## src/rtl/cpu_trace_pkg.sv

```systemverilog
// Shared FSM state and capture-mode encodings for the CPU trace buffer.
package cpu_trace_pkg;

  typedef enum logic [1:0] {
    ST_IDLE    = 2'd0,
    ST_CAPTURE = 2'd1,
    ST_POST    = 2'd2,
    ST_DONE    = 2'd3
  } state_e;

  typedef enum logic {
    MODE_FILL = 1'b0,
    MODE_CIRC = 1'b1
  } mode_e;

endpackage

```

## src/rtl/trace_ram.sv

```systemverilog
// Simple dual-port trace storage: one write port, one registered read port.
// Only the read-data register is reset; the array itself holds no reset.
module trace_ram #(
  parameter int unsigned DEPTH = 16,
  parameter int unsigned WIDTH = 12
) (
  input  logic                     clk,
  input  logic                     rst_n,
  input  logic                     we_i,
  input  logic [$clog2(DEPTH)-1:0] waddr_i,
  input  logic [WIDTH-1:0]         wdata_i,
  input  logic                     re_i,
  input  logic [$clog2(DEPTH)-1:0] raddr_i,
  output logic [WIDTH-1:0]         rdata_o
);

  logic [WIDTH-1:0] mem_q [DEPTH];
  logic [WIDTH-1:0] rdata_q;

  always_ff @(posedge clk) begin
    if (we_i) mem_q[waddr_i] <= wdata_i;
  end

  always_ff @(posedge clk or negedge rst_n) begin
    if (!rst_n)    rdata_q <= '0;
    else if (re_i) rdata_q <= mem_q[raddr_i];
  end

  assign rdata_o = rdata_q;

endmodule

```

## src/rtl/cpu_trace_buffer.sv

```systemverilog
// CPU instruction trace buffer: fill-and-stop or circular capture with an
// opcode trigger and post-trigger window, read back oldest-first when done.
module cpu_trace_buffer
  import cpu_trace_pkg::*;
#(
  parameter int unsigned PC_W  = 8,
  parameter int unsigned OP_W  = 4,
  parameter int unsigned DEPTH = 16,
  parameter int unsigned POST  = 4
) (
  input  logic                       clk,
  input  logic                       reset,
  input  logic                       arm,
  input  logic                       mode,
  input  logic                       trig_en,
  input  logic [OP_W-1:0]            trig_op,
  input  logic                       smp_valid,
  input  logic [PC_W-1:0]            smp_pc,
  input  logic [OP_W-1:0]            smp_op,
  input  logic                       rd_en,
  output logic [PC_W+OP_W-1:0]       rd_data,
  output logic                       rd_valid,
  output logic [$clog2(DEPTH):0]     count,
  output logic                       busy,
  output logic                       done,
  output logic                       triggered
);

  localparam int unsigned AW = $clog2(DEPTH);
  localparam int unsigned CW = AW + 1;
  localparam int unsigned DW = PC_W + OP_W;
  localparam logic [CW-1:0] FULL      = CW'(DEPTH);
  localparam logic [CW-1:0] FULL_M1   = CW'(DEPTH - 1);
  localparam logic [AW-1:0] POST_LAST = AW'((POST == 0) ? 0 : POST - 1);

  state_e          state_q, state_d;
  mode_e           mode_q, mode_d;
  logic [AW-1:0]   wr_ptr_q, wr_ptr_d;
  logic [CW-1:0]   count_q, count_d;
  logic [AW-1:0]   post_cnt_q, post_cnt_d;
  logic            triggered_q, triggered_d;
  logic            rd_valid_q, rd_valid_d;

  logic            we, re, trig_hit;
  logic [AW-1:0]   rd_addr;

  assign trig_hit = (mode_q == MODE_CIRC) && trig_en && (smp_op == trig_op);

  always_ff @(posedge clk or negedge reset) begin
    if (!reset) state_q <= ST_IDLE;
    else        state_q <= state_d;
  end

  always_comb begin
    state_d = state_q;
    if (arm) begin
      state_d = ST_CAPTURE;
    end else begin
      case (state_q)
        ST_CAPTURE: begin
          if (smp_valid) begin
            if (mode_q == MODE_FILL) begin
              if (count_q == FULL_M1) state_d = ST_DONE;
            end else if (trig_hit) begin
              state_d = (POST == 0) ? ST_DONE : ST_POST;
            end
          end
        end
        ST_POST: begin
          if (smp_valid && (post_cnt_q == POST_LAST)) state_d = ST_DONE;
        end
        default: state_d = state_q;
      endcase
    end
  end

  always_comb begin
    busy = (state_q == ST_CAPTURE) || (state_q == ST_POST);
    done = (state_q == ST_DONE);
    we   = !arm && smp_valid && busy;
    re   = !arm && rd_en && done && (count_q != '0);
  end

  // Oldest entry sits count entries behind wr_ptr; this covers both the
  // unwrapped (index 0) and wrapped (wr_ptr) cases and advances as count drops.
  assign rd_addr = wr_ptr_q - count_q[AW-1:0];

  always_comb begin
    mode_d      = mode_q;
    wr_ptr_d    = wr_ptr_q;
    count_d     = count_q;
    post_cnt_d  = post_cnt_q;
    triggered_d = triggered_q;
    rd_valid_d  = re;
    if (arm) begin
      mode_d      = mode_e'(mode);
      wr_ptr_d    = '0;
      count_d     = '0;
      post_cnt_d  = '0;
      triggered_d = 1'b0;
    end else begin
      if (we) begin
        wr_ptr_d = wr_ptr_q + AW'(1);
        if (count_q != FULL) count_d = count_q + CW'(1);
        if ((state_q == ST_CAPTURE) && trig_hit) triggered_d = 1'b1;
        if (state_q == ST_POST) post_cnt_d = post_cnt_q + AW'(1);
      end
      if (re) count_d = count_q - CW'(1);
    end
  end

  always_ff @(posedge clk or negedge reset) begin
    if (!reset) begin
      mode_q      <= MODE_FILL;
      wr_ptr_q    <= '0;
      count_q     <= '0;
      post_cnt_q  <= '0;
      triggered_q <= 1'b0;
      rd_valid_q  <= 1'b0;
    end else begin
      mode_q      <= mode_d;
      wr_ptr_q    <= wr_ptr_d;
      count_q     <= count_d;
      post_cnt_q  <= post_cnt_d;
      triggered_q <= triggered_d;
      rd_valid_q  <= rd_valid_d;
    end
  end

  trace_ram #(
    .DEPTH (DEPTH),
    .WIDTH (DW)
  ) u_ram (
    .clk     (clk),
    .rst_n   (reset),
    .we_i    (we),
    .waddr_i (wr_ptr_q),
    .wdata_i ({smp_pc, smp_op}),
    .re_i    (re),
    .raddr_i (rd_addr),
    .rdata_o (rd_data)
  );

  assign rd_valid  = rd_valid_q;
  assign count     = count_q;
  assign triggered = triggered_q;

endmodule

```

## config.mk

```make
export PLATFORM = sky130hd
export DESIGN_NAME = cpu_trace_buffer
export DESIGN_NICKNAME = d
export VERILOG_FILES = /design/src/rtl/cpu_trace_pkg.sv /design/src/rtl/trace_ram.sv /design/src/rtl/cpu_trace_buffer.sv
export SDC_FILE = /design/constraint.sdc
export NUM_CORES = 1
export LEC_CHECK = 0
export CORE_UTILIZATION = 55
export DETAILED_ROUTE_END_ITERATION = 12
export MAX_ROUTING_LAYER = met4
export PLACE_DENSITY = 0.85
export SLEW_MARGIN = 10
export SYNTH_ARGS = -nofsm -noshare
export SYNTH_HDL_FRONTEND = slang
export SYNTH_SLANG_ARGS = --single-unit
export TNS_END_PERCENT = 30
```

## constraint.sdc

```tcl
create_clock -name clk -period 5.3 [get_ports clk]
set_clock_uncertainty 0.2 [all_clocks]
set_input_delay 0.53 -clock clk [delete_from_list [all_inputs] [get_ports clk]]
set_output_delay 0.53 -clock clk [all_outputs]
set_load 0.01 [all_outputs]
```

After elaboration in Yosys (flattened, before gate mapping)
Memory sizes are Yosys's and may differ from the RTL's. A register that Yosys moved wholly into a read port is not among the register bits.
Index checks and enable logic that the tools add are counted.

word-level totals
  bits in writable memories = 192
  memories kept = 1
  word-level logic and storage cells = 68
  flip-flop bits (word level) = 18

cells by class
  add/subtract/negate cells = 5
  equality and inequality tests = 11
  reductions and logical operators = 23
  mux-type cells = 21

memories
  memory       words  width  read ports  clocked after Yosys merged registers in  write ports  line             RTL
  u_ram.mem_q  16     12     1           1                                        1            trace_ram.sv:17  logic [WIDTH-1:0] mem_q [DEPTH];

operators by type and width
  cell                   number
  $mux W4                5
  $mux W5                4
  $mux W2                6
  $logic_and A1 B1 Y1    9
  $reduce_bool A3 Y1     3
  $add A4 B1 Y4 const B  2
  $ne A4 B4 Y1 const B   2
  $ne A3 B3 Y1 const B   2
  $reduce_and A2 Y1      3
  $reduce_bool A2 Y1     3
  $add A5 B1 Y5 const B  1
  $eq A5 B4 Y1 const B   1
  $mux W1                5
  $ne A5 B5 Y1 const B   1
  $reduce_and A5 Y1      1
  $reduce_bool A5 Y1     1
  $sub A5 B1 Y5 const B  1
  $eq A2 B2 Y1 const B   2
  $eq A4 B2 Y1 const B   1
  $eq A4 B4 Y1           1
  $pmux W2 S2            1
  $sub A4 B4 Y4          1
  $eq A2 B1 Y1 const B   1
  $logic_not A1 Y1       2
  $logic_or A1 B1 Y1     1

Logic depth before layout (Yosys ltp)
Gate-level depths: netlist of the first run.

  depth in word-level cells = 7
  mapped depth = 10
  mapped depth without buffers = 10

Modules after synthesis
A second synthesis of the first run with hierarchy kept.

unflattened totals
  cells, all modules = 478
  area total of the unflattened synthesis = 9222.6 µm²

modules (own cells, without submodules)
  module            area each (µm²)  cells an instance  times used  seq. area each (µm²)
  trace_ram         7923.8           344                1           6065.8
  cpu_trace_buffer  1298.7           134                1           450.4

Least setup slack after synthesis of the first run
Ideal clock, no wire load.

  kind = register -> register
  start point = register wr_ptr_q[0]
  end point = register u_ram.rdata_q[0], in the netlist u_ram.rdata_o[0], read port of u_ram.mem_q
  library setup time = 126 ps
  data arrival time = 2634 ps
  slack = 2340 ps
  cell stages (with the launch flop) = 9
  cell sequence = dfrtp_1 inv_1 ha_1 fa_1 buf_2 buf_1 mux4_2 mux2_2 a221o_1

on the way
  cells in the longest elaborated chain, start to end = 1

ends and longest elaborated chain
  item                    line                     RTL
  from (decl)             cpu_trace_buffer.sv:38   logic [AW-1:0] wr_ptr_q, wr_ptr_d;
  from (signal assigned)  cpu_trace_buffer.sv:122  wr_ptr_q <= wr_ptr_d;
  $sub A4 B4 Y4           cpu_trace_buffer.sv:86   assign rd_addr = wr_ptr_q - count_q[AW-1:0];
  to (decl)               trace_ram.sv:18          logic [WIDTH-1:0] rdata_q;

Every way passes these cells.
A chain may end at the register's enable or synchronous reset.

Worst setup path in the final report of the first run
  start point = register wr_ptr_q[0]
  end point = register u_ram.rdata_q[10], in the netlist u_ram.rdata_o[10], read port of u_ram.mem_q

The elaborated chain is that of the path after synthesis.

==> reports/qor.csv, run 1 <==
metric;value;unit
status;finished clean;
post-route-cell-area;10500;um^2
power.total;5.00;mW
place_hpwl;10900;um
grt-ovfl-total;0;
ir_worst_vdd;0.000372;V
hold_viol;0;
drt_pass1_iterations;4;
numCtsBuffers;23;
setup_viol;0;
synth_common_cells;edfxtp_1, mux4_2, dfrtp_1;
p_clk_share;30.3;%
drive_above_1_share;21.7;%
fp.coreArea;16000;um^2
ys.flop_type;edfxtp_1;
nets;579;
clkLatencyLatePin;520;ps
ctsHoldBuffers;0;
path_class;flip-flop to flip-flop;
place_ws;1730;ps
fin_ws;1900;ps
synth_cell_types;42;
root_buffer;clkbuf_16;
cp-end-kind;flip-flop;
cp-start-kind;flip-flop;
ys_ff_latch;222;
internal_power;3.62;mW
antenna_found_initial;0;
power_switching;1.39;mW
max-slew-margin-rel;37.4;%
ys_seq_area_share;71.9;%
drc;0;
die_height;130;um
area_growth;16.4;%
fmax;294;MHz
synthTopCellsByArea;edfxtp_1, mux4_2, dfrtp_1;
final_core_util;65.9;%
fp.dieW;130;um
dpl_cell_area;9840;um^2
cts_setup_buffers;0;
fin_setup_tns;0;ps
clkTransAtPathRegs;60;ps
period_share;64.1;%
ctsResizeCount;0;
grt_pass1_wl;27700;um
holdCritPathClass;primary input to asynchronous set/reset pin;
sw_frac_of_total;27.7;%
slew_violations;0;
drtIter0Drc;465;
p_leak;3.71;nW
tightest_slew;939;ps
yosys_warnings;0;
avgSynthCellArea;19.2;um^2
design.die.area;17000;um^2
comb_power_share;28.4;%
ant_nets;0;
synth.most_common_cell;edfxtp_1;
powerDensity;474;nW/um^2
port_buffers;43;
yosys.area.top_type;edfxtp_1;
synth-edff-count;192;
rrSetupSlack;1900;ps
ys_async_sr_fraction;13.5;%
grtUsageMet3;3.34;%
met1_usage;31.2;%
cts_buffer_depth;3;
rsz0062_at_grt;false;
cts_tree;built;
grt_pass1_vias;4828;
maxCapViolCount;0;
viasPerCell;6.08;
syn_area;9060;um^2
clkSinkCount;222;
grt_use_total;23.5;%
cp_data_required_time;5490;ps
syn-num-nets;512;
grt_max_degree;49;
sequentialPowerShare;41.3;%
finalWirelength;18100;um
layout_min_cycle_time;3400;ps
pin_count;44;
grt.met2_usage;37.8;%
arrival;3590;ps
gp_congestion;0.878;
routed-via-count;4697;
start_util;56.7;%
syn_inst;473;
h-tree-depth;1;
wl_per_cell;23.5;um
busiest_layer;met2;
synth_top_area_share;63.6;%
diodes;0;
rows;46;
cp_max_fo;33;
final timing paths:
path,startpoint,cells after the start,end
max,wr_ptr_q[0],7,u_ram.rdata_o[10]
max in group asynchronous,reset,2,u_ram.rdata_o[10]
min,reset,2,count[0]
max reg2reg,wr_ptr_q[0],7,u_ram.rdata_o[10]
min in group clk,u_ram.rdata_o[3],1,u_ram.rdata_o[3]
min reg2reg,u_ram.rdata_o[3],1,u_ram.rdata_o[3]
layout by cell type (no fill, tap or decap), types with 8 or more instances in the layout:
cell type        synthesis  final
clkdlybuf4s50_1          0     43
mux4_2                  48     48
mux2_2                  13     13
ha_1                    14     13
nand2_1                 15     15
nor2b_1                 14     14
clkbuf_16                0     23
a21oi_1                 11     11
inv_1                    9      9
buf_4                    0     19
mux2i_1                 15     15
nor2_1                  24     24
a221o_1                 12     12
edfxtp_1               192    192
dfrtp_1                 30     30
xor2_1                   9      8
clkbuf_1                 7     10
power groups by stage:
stage                     clock network [mW]  registers, mW  logic (mW)
final                                   1.52           2.06        1.42
after global routing                    1.61           2.07        1.53
after CTS                               1.54           2.06        1.45
after detailed placement                   0           2.09        1.44
after global placement                     0           2.09        1.41
after floorplan                            0           2.08        1.05
cell type report:
class | instances | area (um^2)
Clock buffer | 33 | 613
Clock inverter | 9 | 96.3
Fill cell | 1063 | 5450
Inverter | 10 | 37.5
Multi-Input combinational cell | 221 | 2440
Sequential cell | 222 | 6520
Tap cell | 216 | 270
Timing Repair Buffer | 62 | 573
flip-flops by register name, indices dropped and copies added (netlist names):
name	flops
count	5
mode_q	1
post_cnt_q	4
rd_valid	1
state_q	2
triggered	1
u_ram.mem_q	192
u_ram.rdata_o	12
wr_ptr_q	4
cells by family after synthesis:
| kind of cell | synth area share, % |
|---|---|
| DFF | 71.9 |
| and+or+nand+nor | 4.62 |
| muxes | 15.2 |
| AOI/OAI and AO/OA | 2.91 |
| buffers and inverters | 1.66 |
| adders and majority gates | 2.37 |
| xor gates and xnor gates | 1.35 |
critical path, stage by stage (launching register included):
cell     delay, ps
dfrtp_1        420
inv_1          130
ha_4           180
fa_2           820
buf_4          500
mux4_2         390
mux2_2         290
a221o_1        320
layer usage:
layer  part of all wire (%)  vias to the layer above  wire length (um)
li1                       -                     2026                 -
met1                     41                     2429              7420
met2                     50                      204              9050
met3                    6.2                       38              1130
met4                    3.0                        0               543
met5                      0                        -                 0
metrics by stage:
stage,cells,hold WS (ps)
after floorplan,473,34.4
after detailed placement,731,290
after CTS,773,224
after global placement,731,288
after global routing,773,249
final,773,219
Note: power is estimated with default switching activity, not from simulation.
==> run 2, diff against run 1 <==
CORE_UTILIZATION = 54   (was 55)
PLACE_DENSITY = 0.87   (was 0.85)
clock period = 3 ns   (was 5.3 ns; I/O delays follow)
==> run 2 against run 1 <==
  * Global-route usage is 0.83 points higher
  * Hold slack worse by 210 ps
  * First-iteration DRC count is 9.7% lower
  * Total power is 85% higher
  * Non-clock buffer count is 26 higher
  * Count of clock-buffer cells in the layout is 5 lower
  * Via count is 4.0% higher
  * Flip-flop and latch count stayed put
==> reports/qor.csv, run 2 (synthesized netlist as in run 1, its figures left out) <==
metric;value;unit;change
status;finished clean;;
cp-start-kind;flip-flop;;
ctsHoldBuffers;0;;unchanged
root_buffer;clkbuf_16;;
setup_viol;0;;unchanged
final_common_cell;edfxtp_1;;
hold_viol;0;;unchanged
wl_per_cell;24.3;um;+3.5%
rrSetupSlack;150;ps;-1750 ps
cp_data_required_time;3170;ps;-2320 ps
finalWirelength;19500;um;+7.4%
cp_max_fo;23;;-30%
cts_tree;built;;
h-tree-depth;1;;unchanged
place_hpwl;12400;um;+13%
cp-end-kind;flip-flop;;
slew_violations;0;;unchanged
tightest_slew;1060;ps;+121 ps
start_util;55.1;%;-1.6 points
ir_worst_vdd;0.000764;V;+110%
post-route-cell-area;10900;um^2;+3.0%
maxCapViolCount;0;;unchanged
holdCritPathClass;primary input to asynchronous set/reset pin;;
period_share;95.1;%;+31 points
design.die.area;17300;um^2;+1.8%
largest_reg_flops;192;;unchanged
final_cell_mix;edfxtp_1, mux4_2, clkdlybuf4s50_1;;
cts_buffer_depth;3;;unchanged
area_growth;19.9;%;
port_buffers;43;;unchanged
grt-ovfl-total;0;;unchanged
fp.dieW;132;um;+0.91%
ctsResizeCount;0;;unchanged
arrival;3030;ps;-560 ps
drt_pass1_iterations;5;;+1
grt_max_degree;31;;-37%
numCtsBuffers;23;;unchanged
p_leak;3.89;nW;+5.0%
dpl_cell_area;10100;um^2;+2.7%
routed-via-count;4883;;+4.0%
drc;0;;unchanged
rsz0062_at_grt;false;;
rows;47;;+2.2%
cp_num_buf_inv;2;;unchanged
drtIter0Drc;420;;-9.7%
grt_pass1_wl;29900;um;+7.9%
ant_nets;0;;unchanged
drive_above_1_share;26.1;%;+4.4 points
slowest_delay;590;ps;-230 ps
die_height;132;um;+0.91%
seqCellArea;6520;um^2;unchanged
pin_count;44;;unchanged
fin_setup_tns;0;ps;unchanged
viasPerCell;6.09;;+0.20%
top_register;u_ram.mem_q;;
antenna_found_initial;0;;unchanged
clkSinkCount;222;;unchanged
max-slew-margin-rel;29.3;%;-8.0 points
clkTransAtPathRegs;60;ps;about the same
grt_pass1_vias;5069;;+5.0%
path_class;flip-flop to flip-flop;;
grt_use_total;24.3;%;+0.83 points
nets;605;;+4.5%
n_fill_cell;1059;;-0.38%
diodes;0;;unchanged
gp_congestion;0.851;;-3.0%
multiInputGateArea;2440;um^2;unchanged
clkLatencyLatePin;510;ps;about the same
crit_chain;inv_1 -> ha_4 -> fa_2 -> buf_12 -> mux4_2 -> mux2_2 -> a221o_1;;
slowest_stage;fa_2;;
crit_family;adder cells;;
layout_min_cycle_time;2850;ps;-546 ps
cts_setup_buffers;0;;unchanged
powerDensity;852;nW/um^2;+80%
fp.coreArea;16500;um^2;+2.9%
fmax;351;MHz;+19%
-- run 2: cell count changes in the layout (fill, tap and decap cells not counted), sizes merged --
cell      delta
bufinv       +3
buf         +26
clkinv       -1
clkinvlp     +3
clkbuf       -5
inv          -1
-- run 2: final cells by class --
cell class | instances | share of cell area [%]
sequential | 222 | 60.0
clock inverter | 13 | 1.60
tap | 220 | 2.53
inverter | 10 | 0.345
timing repair buffer | 88 | 7.64
multi-input combinational | 221 | 22.5
clock buffer | 28 | 5.47
-- run 2: final timing paths --
path / start / endpoint / depth (start not counted)
max: wr_ptr_q[0] / u_ram.rdata_o[11] / 7
min: reset / post_cnt_q[0] / 2
max reg2reg: wr_ptr_q[0] / u_ram.rdata_o[11] / 7
min reg2reg: triggered / triggered / 2
max in group asynchronous: reset / u_ram.rdata_o[10] / 2
min in group clk: mode / mode_q / 2
-- run 2: stage by stage --
step	utilization, %	std cells	hold slack (ps)	setup WS (ps)	total power, mW
floorplan	-	473	-196	40.0	5.54
CTS	66.0	802	11.3	147	9.33
finish	66.0	802	10.8	147	9.26
detailed placement	61.3	761	289	191	6.44
global route	66.0	802	33.8	38.6	9.61
global placement	61.3	761	281	245	6.35
-- run 2: per-layer routing --
layer | wire, um | share of wire, % | global-route usage [%]
met5 | 0 | 0 | -
met4 | 659 | 3.4 | 10.7
met3 | 1620 | 8.3 | 4.32
met2 | 9770 | 50 | 38.4
met1 | 7450 | 38 | 31.2
-- run 2: power by group --
part           leakage, nW  switching (mW)  internal [mW]  total [mW]
sequential            2.13           0.132           3.51        3.64
clock                0.366            1.13           1.76        2.88
combinational         1.39            1.24           1.50        2.74
==> run 3, diff against run 2 <==
SKIP_LAST_GASP = 1   (was default)
==> results of run 3 <==
No change in the layout: final DEF, timing and power equal those of run 2.
